File: src/rtl/digit_scan_ctrl.sv
// rtl/digit_scan_ctrl.sv - channel sequencer driving a 2-to-4 decoder select/enable
module digit_scan_ctrl #(
  parameter int DWELL_W = 8,
  parameter int BLANK_W = 4
) (
  input  logic               clk,
  input  logic               rst_n,
  input  logic               run,
  input  logic [DWELL_W-1:0] dwell,
  input  logic [BLANK_W-1:0] blank,
  input  logic [3:0]         mask,
  output logic [1:0]         sel,
  output logic               sel_en,
  output logic               frame_done,
  output logic               busy
);

  localparam logic [1:0] S_IDLE   = 2'd0;
  localparam logic [1:0] S_BLANK  = 2'd1;
  localparam logic [1:0] S_ACTIVE = 2'd2;

  logic [1:0]         state;
  logic [DWELL_W-1:0] dwell_cnt;
  logic [BLANK_W-1:0] blank_cnt;

  logic [DWELL_W-1:0] dwell_eff;
  logic [1:0]         enter_idx;
  logic               enter_ch;
  logic               blank_done;
  logic               active_more;

  // Lowest set mask bit; only meaningful when the mask is non-zero.
  function automatic logic [1:0] lowest_bit(input logic [3:0] m);
    logic [1:0] r;
    r = 2'd0;
    for (int i = 3; i >= 0; i--) begin
      if (m[i]) r = 2'(i);
    end
    return r;
  endfunction

  // Next set mask bit strictly after cur, wrapping 3 -> 0; cur itself is the last candidate.
  function automatic logic [1:0] next_bit(input logic [1:0] cur, input logic [3:0] m);
    logic [1:0] r;
    logic [1:0] c;
    logic       found;
    r     = cur;
    found = 1'b0;
    for (int k = 1; k < 5; k++) begin
      c = cur + 2'(k);
      if (!found && m[c]) begin
        r     = c;
        found = 1'b1;
      end
    end
    return r;
  endfunction

  // True when leaving channel cur ends the frame: no enabled channel above cur.
  function automatic logic frame_end(input logic [1:0] cur, input logic [3:0] m);
    return (m != 4'd0) && (((m >> cur) >> 1) == 4'd0);
  endfunction

  // Channel-entry decode: start from idle or advance after the last active cycle.
  always_comb begin
    dwell_eff   = (dwell == '0) ? DWELL_W'(1) : dwell;
    enter_idx   = (state == S_IDLE) ? lowest_bit(mask) : next_bit(sel, mask);
    enter_ch    = (mask != 4'd0) &&
                  ((state == S_IDLE) || ((state == S_ACTIVE) && (dwell_cnt <= DWELL_W'(1))));
    blank_done  = (state == S_BLANK) && (blank_cnt <= BLANK_W'(1));
    active_more = (state == S_ACTIVE) && (dwell_cnt > DWELL_W'(1));
  end

  // Sequencer state, counters and all registered outputs; frame_done is predicted one edge ahead.
  always_ff @(posedge clk or negedge rst_n) begin
    if (!rst_n) begin
      state      <= S_IDLE;
      sel        <= 2'b00;
      sel_en     <= 1'b0;
      frame_done <= 1'b0;
      busy       <= 1'b0;
      dwell_cnt  <= '0;
      blank_cnt  <= '0;
    end else if (!run) begin
      state      <= S_IDLE;
      sel_en     <= 1'b0;
      frame_done <= 1'b0;
      busy       <= 1'b0;
    end else if (enter_ch) begin
      sel  <= enter_idx;
      busy <= 1'b1;
      if (blank != '0) begin
        state      <= S_BLANK;
        blank_cnt  <= blank;
        sel_en     <= 1'b0;
        frame_done <= 1'b0;
      end else begin
        state      <= S_ACTIVE;
        dwell_cnt  <= dwell_eff;
        sel_en     <= 1'b1;
        frame_done <= (dwell_eff == DWELL_W'(1)) && frame_end(enter_idx, mask);
      end
    end else if (blank_done) begin
      state      <= S_ACTIVE;
      dwell_cnt  <= dwell_eff;
      sel_en     <= 1'b1;
      frame_done <= (dwell_eff == DWELL_W'(1)) && frame_end(sel, mask);
    end else if (active_more) begin
      dwell_cnt  <= dwell_cnt - DWELL_W'(1);
      frame_done <= (dwell_cnt == DWELL_W'(2)) && frame_end(sel, mask);
    end else if (state == S_ACTIVE) begin
      state      <= S_IDLE;
      sel_en     <= 1'b0;
      frame_done <= 1'b0;
      busy       <= 1'b0;
    end else if (state == S_BLANK) begin
      blank_cnt  <= blank_cnt - BLANK_W'(1);
      frame_done <= 1'b0;
    end else begin
      frame_done <= 1'b0;
    end
  end

endmodule

File: config.mk
export PLATFORM = sky130hd
export DESIGN_NAME = digit_scan_ctrl
export DESIGN_NICKNAME = d
export VERILOG_FILES = /design/src/rtl/digit_scan_ctrl.sv
export SDC_FILE = /design/constraint.sdc
export NUM_CORES = 1
export LEC_CHECK = 0
export CORE_UTILIZATION = 48
export DETAILED_ROUTE_END_ITERATION = 6
export GPL_TIMING_DRIVEN = 0
export PLACE_DENSITY = 0.76
export REMOVE_ABC_BUFFERS = 1
export SETUP_SLACK_MARGIN = 0.2
export SLEW_MARGIN = 10
export SYNTH_ARGS = -nofsm -noshare
export SYNTH_HDL_FRONTEND = slang
export SYNTH_SLANG_ARGS = --single-unit
export TNS_END_PERCENT = 50
File: constraint.sdc
create_clock -name clk -period 2.3 [get_ports clk]
set_input_delay 0.46 -clock clk [delete_from_list [all_inputs] [get_ports clk]]
set_output_delay 0.46 -clock clk [all_outputs]
set_load 0.02 [all_outputs]
After elaboration in Yosys (flattened, before gate mapping). Cells that the tools add are included.

Reductions and logical operators: 29. Multiply operators: 0. Order comparisons: 7. Equality and inequality tests: 14. Mux-type cells: 51. Bitwise logic cells: 0. Add/sub/neg operators: 5. Shift-type cells: 2. Divide/modulo/power cells: 0.

Operators with widths (number): 8-bit two-way mux (5); 2-bit two-way mux (15); 4-bit two-way mux (6); 1-bit two-way mux (21); 1-bit logical AND (12); 2-bit by 3-bit less-than comparator with 1-bit output (second input constant) (4); 1-bit binary-select mux with 2-bit select (4); 8-bit by 1-bit == test with 1-bit output (second input constant) (1); 8-bit by 2-bit == test with 1-bit output (second input constant) (1); 8-bit by 1-bit greater-than comparator with 1-bit output (second input constant) (1); 8-bit by 1-bit <= comparator with 1-bit output (second input constant) (1); 4-bit logical NOT (2); 8-bit logical NOT (1); 2-bit != test (second input constant) (4); 4-bit nonzero test (2); 4-bit by 2-bit right shift with 4-bit output (2); 8-bit by 1-bit subtractor with 8-bit output (second input constant) (1); 3-bit != test (second input constant) (2); 3-bit AND reduction (2); 6-bit AND reduction (1); 2-bit adder (second input constant) (2); 4-bit by 1-bit <= comparator with 1-bit output (second input constant) (1); 4-bit by 1-bit != test with 1-bit output (second input constant) (1); 4-bit != test (second input constant) (1); 12 further kinds (15).

Register bits after elaboration: 19. Input port bits: 19. Memories kept: 0. ROM bits: 0. Latch bits: 0. Bits in writable memories: 0.

Depth between registers and ports, before layout. Gate-level depths: netlist of run 1.

Word-level depth: 21. Depth in mapped cells: 9. Depth with buffers taken out: 7.

Worst setup path after synthesis of run 1. Ideal clock, no wire load.

Path kind: reg2reg. Start point: register dwell_cnt[3]. End point: register blank_cnt[1]. Arrival: 2.007 ns. Required time: 2.175 ns. Cell stages (with the launch flop): 7. Period minus slack after synthesis: 2.132 ns. Setup slack: 0.168 ns. Library setup time: 0.125 ns. Path through: dfrtp_1 -> or4_4 -> o31ai_4 -> buf_6 -> a31oi_1 -> nor2_2 -> mux2_2.

Word-level cells in the longest chain between the ends: 6. Elaborated cells on any way between the ends: 13.

RTL lines: start, declared (line 23) `logic [DWELL_W-1:0] dwell_cnt;`; start signal, assigned (line 99) `dwell_cnt <= dwell_eff;`; start signal, assigned (line 105) `dwell_cnt <= dwell_eff;`; start signal, assigned (line 109) `dwell_cnt <= dwell_cnt - DWELL_W'(1);`; 8-bit by 1-bit <= comparator with 1-bit output (line 69) `((state == S_IDLE) || ((state == S_ACTIVE) && (dwell_cnt <= DWELL_W'(1))));`; 1-bit logical AND (line 69); 1-bit logical OR (line 69); 1-bit logical AND (line 68) `enter_ch = (mask != 4'd0) &&`; 2-bit by 1-bit != test with 1-bit output (no source line) (tied with other cells); 6-bit AND reduction (no source line); end signal, assigned (line 94) `blank_cnt <= blank;`; end signal, assigned (line 117) `blank_cnt <= blank_cnt - BLANK_W'(1);`; end, declared (line 24) `logic [BLANK_W-1:0] blank_cnt;`.

Several ways; a longest one is shown, not always the timed one. A chain may end at the register's enable or synchronous reset.

Worst setup path after layout of run 1.
Start point: register dwell_cnt[2]. End point: register dwell_cnt[0].

Word-level cells in the longest chain between the ends: 6. Elaborated cells on any way between the ends: 10.

RTL lines (line): 8-bit by 1-bit <= comparator with 1-bit output (69); 1-bit logical AND (69); 1-bit logical OR (69); 1-bit logical AND (68); 2-bit != test (no source line) / 3-bit nonzero test (equally long branches); 3-bit AND reduction (no source line).

Several ways; a longest one is shown, not always the timed one.

==> report_table.html, run 1 <==
<table>
<tr><th>Metric</th><th>Value</th></tr>
<tr><th colspan="2">Die</th></tr>
<tr><td>Die Area</td><td>3396 um2</td></tr>
<tr><td>Initial standard-cell utilization of the core</td><td>50.21%</td></tr>
<tr><td>Io pins</td><td>24</td></tr>
<tr><td>Number of core rows</td><td>20</td></tr>
<tr><td>Overall die width</td><td>58.28 um</td></tr>
<tr><td>Area inside the core boundary</td><td>3028 um2</td></tr>
<tr><td>DIE HEIGHT</td><td>58.28 um</td></tr>
<tr><th colspan="2">Final layout</th></tr>
<tr><td>Count of filler cells inserted in the layout</td><td>202</td></tr>
<tr><td>Area used by multi-input combinational logic</td><td>1120 um2</td></tr>
<tr><td>Proportion of layout cells with a drive suffix above 1</td><td>29.52%</td></tr>
<tr><td>Footprint of the flip-flops and latches</td><td>451.7 um2</td></tr>
<tr><td>Layout-stage area growth over the synthesis result</td><td>39.84%</td></tr>
<tr><td>Diode insertion count for antenna repair</td><td>0</td></tr>
<tr><td>Post-layout net count</td><td>235</td></tr>
<tr><td>Final Core Density</td><td>70.21%</td></tr>
<tr><th colspan="2">Synthesis</th></tr>
<tr><td>Proportion of synthesized flip-flops having asynchronous set or reset</td><td>100.0%</td></tr>
<tr><td>Fraction of the yosys area taken by sequential cells</td><td>29.63%</td></tr>
<tr><td>Primary FF master, synth</td><td>dfrtp_1</td></tr>
<tr><td>Number of synthesized flops with an enable pin</td><td>0</td></tr>
<tr><td>Gate count of the mapped netlist</td><td>168</td></tr>
<tr><td>Warnings, synthesis</td><td>0</td></tr>
<tr><td>Yosys cell types</td><td>51</td></tr>
<tr><td>Synthesized area per cell</td><td>9.049 um2</td></tr>
<tr><td>Number of storage elements in the synthesis netlist</td><td>18</td></tr>
<tr><td>Area of the mapped netlist</td><td>1520 um2</td></tr>
<tr><th colspan="2">Worst setup path</th></tr>
<tr><td>Type of the worst setup path</td><td>flip-flop to flip-flop</td></tr>
<tr><td>Largest fanout of any net on the critical path</td><td>6</td></tr>
<tr><td>Worst Reg-to-Reg Cells</td><td>8</td></tr>
<tr><td>Setup crit start kind</td><td>flip-flop</td></tr>
<tr><td>Capturing element type of the critical path</td><td>flip-flop</td></tr>
<tr><td>Arrival time of the worst setup path</td><td>2.42 ns</td></tr>
<tr><td>Req. time, crit path</td><td>2.51 ns</td></tr>
<tr><th colspan="2">Routing</th></tr>
<tr><td>Iteration-0 DRC count of the detailed router</td><td>117</td></tr>
<tr><td>Vias per inst</td><td>6.236</td></tr>
<tr><td>TritonRoute pass-1 iters</td><td>4</td></tr>
<tr><td>Via count</td><td>1584</td></tr>
<tr><td>DRC violations left</td><td>0</td></tr>
<tr><td>Post-DR wirelength/cell</td><td>17.49 um</td></tr>
<tr><td>Post-route antenna net violation count</td><td>0</td></tr>
<tr><td>Final WL</td><td>4.443 mm</td></tr>
<tr><th colspan="2">Global route</th></tr>
<tr><td>First-pass GRT wire length</td><td>6.596 mm</td></tr>
<tr><td>Overall track demand over capacity in global routing</td><td>25.49%</td></tr>
<tr><td>Initial antenna violation count</td><td>0</td></tr>
<tr><td>GRT Residual Overflow</td><td>0</td></tr>
<tr><td>Vias in the first global route</td><td>1466</td></tr>
<tr><td>Maximum number of pins on one net before global-route repair</td><td>19</td></tr>
<tr><th colspan="2">Timing</th></tr>
<tr><td>Final worst clock skew</td><td>0.001274 ns</td></tr>
<tr><td>Number of failing setup endpoints in the final timing report</td><td>0</td></tr>
<tr><td>Final Max Tran Viols</td><td>0</td></tr>
<tr><td>Total negative slack</td><td>0 ns</td></tr>
<tr><td>Hold Fails Final Rpt</td><td>0</td></tr>
<tr><td>Setup repair after global routing missed its margin</td><td>yes</td></tr>
<tr><td>Final critical-path required period</td><td>2.204 ns</td></tr>
<tr><td>Transition at the pin with the smallest max-transition slack</td><td>0.8670 ns</td></tr>
<tr><td>Remaining max-slew budget at the tightest pin</td><td>42.02%</td></tr>
<tr><td>Fin crit share</td><td>95.84%</td></tr>
<tr><td>Maximum operating frequency</td><td>453.7 MHz</td></tr>
<tr><th colspan="2">Power</th></tr>
<tr><td>P_leak</td><td>0.8594 nW</td></tr>
<tr><td>Pwr Density</td><td>963.4 nW/um2</td></tr>
<tr><td>Post-route total power</td><td>2.048 mW</td></tr>
<tr><td>Peak VDD IR</td><td>0.4991 mV</td></tr>
<tr><th colspan="2">Worst hold path</th></tr>
<tr><td>Cell depth of the worst hold path</td><td>3</td></tr>
<tr><td>Min-Delay Path Class</td><td>input port to flip-flop</td></tr>
<tr><th colspan="2">Flow run</th></tr>
<tr><td>Number of maximum-capacitance violations</td><td>0</td></tr>
<tr><th colspan="2">Clock tree</th></tr>
<tr><td>Clk buf depth</td><td>2</td></tr>
<tr><td>H-Tree Level Count</td><td>1</td></tr>
<tr><td>Clk root buf</td><td>clkbuf_4</td></tr>
<tr><td>CTS tree</td><td>yes</td></tr>
<tr><td>Sink Count</td><td>18</td></tr>
<tr><td>Total CTS buffers</td><td>3</td></tr>
<tr><td>Clock Pin Slew Worst Setup and Hold Paths</td><td>0.12 ns</td></tr>
<tr><td>Worst skew pair latency</td><td>0.31 ns</td></tr>
<tr><th colspan="2">Placed design</th></tr>
<tr><td>Final HPWL DP</td><td>2.704 mm</td></tr>
<tr><td>Count of input and output buffers</td><td>23</td></tr>
<tr><td>Routability congestion estimate</td><td>0.9488</td></tr>
<tr><th colspan="2">Status</th></tr>
<tr><td>Status</td><td>completed</td></tr>
</table>
==> worst paths after layout <==
path	from	to	slack (ns)
min in group asynchronous	rst_n	frame_done$_DFF_PN0_	0.63
max in group asynchronous	rst_n	state[0]$_DFFE_PN0P_	1.09
hold / removal	blank[2]	blank_cnt[2]$_DFFE_PN0P_	0.53
hold reg to reg	dwell_cnt[5]$_DFFE_PN0P_	dwell_cnt[5]$_DFFE_PN0P_	0.56
setup / recovery	dwell_cnt[2]$_DFFE_PN0P_	dwell_cnt[0]$_DFFE_PN0P_	0.1
setup reg to reg	dwell_cnt[2]$_DFFE_PN0P_	dwell_cnt[0]$_DFFE_PN0P_	0.1
==> sequential cells by signal (all words and copies together), names as in the netlist <==
signal      cells
dwell_cnt       8
blank_cnt       4
sel             2
busy            1
frame_done      1
sel_en          1
state           1
==> per-layer routing <==
layer	global-route usage, %	vias up	routed length, um
met1	30.73	771	1738
met5	0	-	0
met4	9.864	0	110
met3	5.134	14	284
met2	44.50	74	2309
li1	-	725	-
==> layout make-up <==
type	instances	share of cell area, %
Multi-Input combinational cell	132	52.68
Timing Repair Buffer	44	19.48
Clock buffer	4	1.707
Sequential cell	18	21.25
Tap cell	44	2.590
Inverter	12	2.295
==> placed cells by master (no fill, tap or decap), types with 4 or more instances in the layout <==
master	Yosys	routed
nand2_1	9	9
a21oi_1	8	8
clkdlybuf4s50_1	0	19
inv_1	12	10
mux2i_1	10	10
nand3_1	4	4
buf_4	0	17
o21ai_0	4	4
nand2b_1	6	6
dfrtp_1	18	17
nor2_1	10	9
nor3_1	9	8
a2bb2oi_1	6	5
==> critical path: stages (launching register included) <==
cell and delay, ns:
dfrtp_1 0.40, or4_4 0.58, o31ai_4 0.23, buf_6 0.15, buf_6 0.10, a211oi_4 0.09
buf_6 0.17, o21a_1 0.15, a211o_1 0.23
==> stage by stage <==
stage | hold WS, ns | cells | worst slack, ns | area (um2)
after floorplan | 0.1644 | 162 | 0.03439 | 1474
after global placement | 0.5163 | 229 | -0.5273 | 1759
after detailed placement | 0.5152 | 229 | -0.5427 | 1759
after CTS | 0.5449 | 249 | 0.08255 | 2006
final | 0.5262 | 254 | 0.09567 | 2126
after global routing | 0.5126 | 254 | 0.05097 | 2126
==> kinds of logic (layout without fill, tap and decap cells) <==
group           after synthesis  count (layout)  synth area share (%)
flops                        18              18                 29.63
fa+ha+maj                     5               5                 4.115
mux                          14              14                 10.04
simple gates                 61              61                 23.79
compound gates               52              52                 26.42
buf+inv                      18              60                 6.008
==> synth_stat cells, types with 2 or more instances <==
library cell	instances	share of area [%]
nand2_1	9	2.2
or3_1	2	0.82
a211oi_1	3	1.5
o41ai_1	2	1.2
inv_1	12	3.0
nor4_1	4	1.6
o31ai_1	2	0.99
a31oi_1	3	1.2
a211oi_2	2	1.6
a21oi_1	8	2.6
o22ai_1	2	0.82
nor3_1	9	3.0
mux2_2	2	1.5
ha_1	5	4.1
o21ai_0	4	1.3
or4_1	3	1.5
o21a_1	2	0.99
clkbuf_1	2	0.49
nand3_1	4	1.3
dfrtp_1	18	30
mux2_4	2	2.0
a211o_1	3	1.7
nand2b_1	6	2.5
a2bb2oi_1	6	3.5
or2_2	2	0.82
a22oi_1	3	1.5
nor2_1	10	2.5
mux2i_1	10	6.6
nor2_2	3	1.2
a32oi_1	2	1.2
buf_6	3	2.2
==> repair_timing <==
| item | 4_1_cts | 5_1_grt |
|---|---|---|
| endpoints found under the hold margin | 0 | 0 |
| pin swaps | 8 | 9 |
| endpoints found under the setup margin | 16 | 15 |
| hold buffers | 0 | 0 |
| gates resized for setup | 18 | 18 |
| gates cloned | 0 | 0 |
| buffers inserted | 16 | 5 |
==> report_power, final <==
part,switching (mW),internal (mW)
registers,0.169,0.444
logic,0.624,0.594
clock network,0.119,0.0968
total,0.912,1.14
No activity file was read; power rests on OpenSTA's default activity.
==> inputs of run 2 (changes only) <==
--- a/config.mk
+++ b/config.mk
@@ -5,6 +5,7 @@
 export SDC_FILE = /design/constraint.sdc
 export NUM_CORES = 1
 export LEC_CHECK = 0
+export CAP_MARGIN = 20
 export CORE_UTILIZATION = 48
 export DETAILED_ROUTE_END_ITERATION = 6
 export GPL_TIMING_DRIVEN = 0
==> results of run 2 <==
Final layout, timing and power as in run 1 (identical DEF).
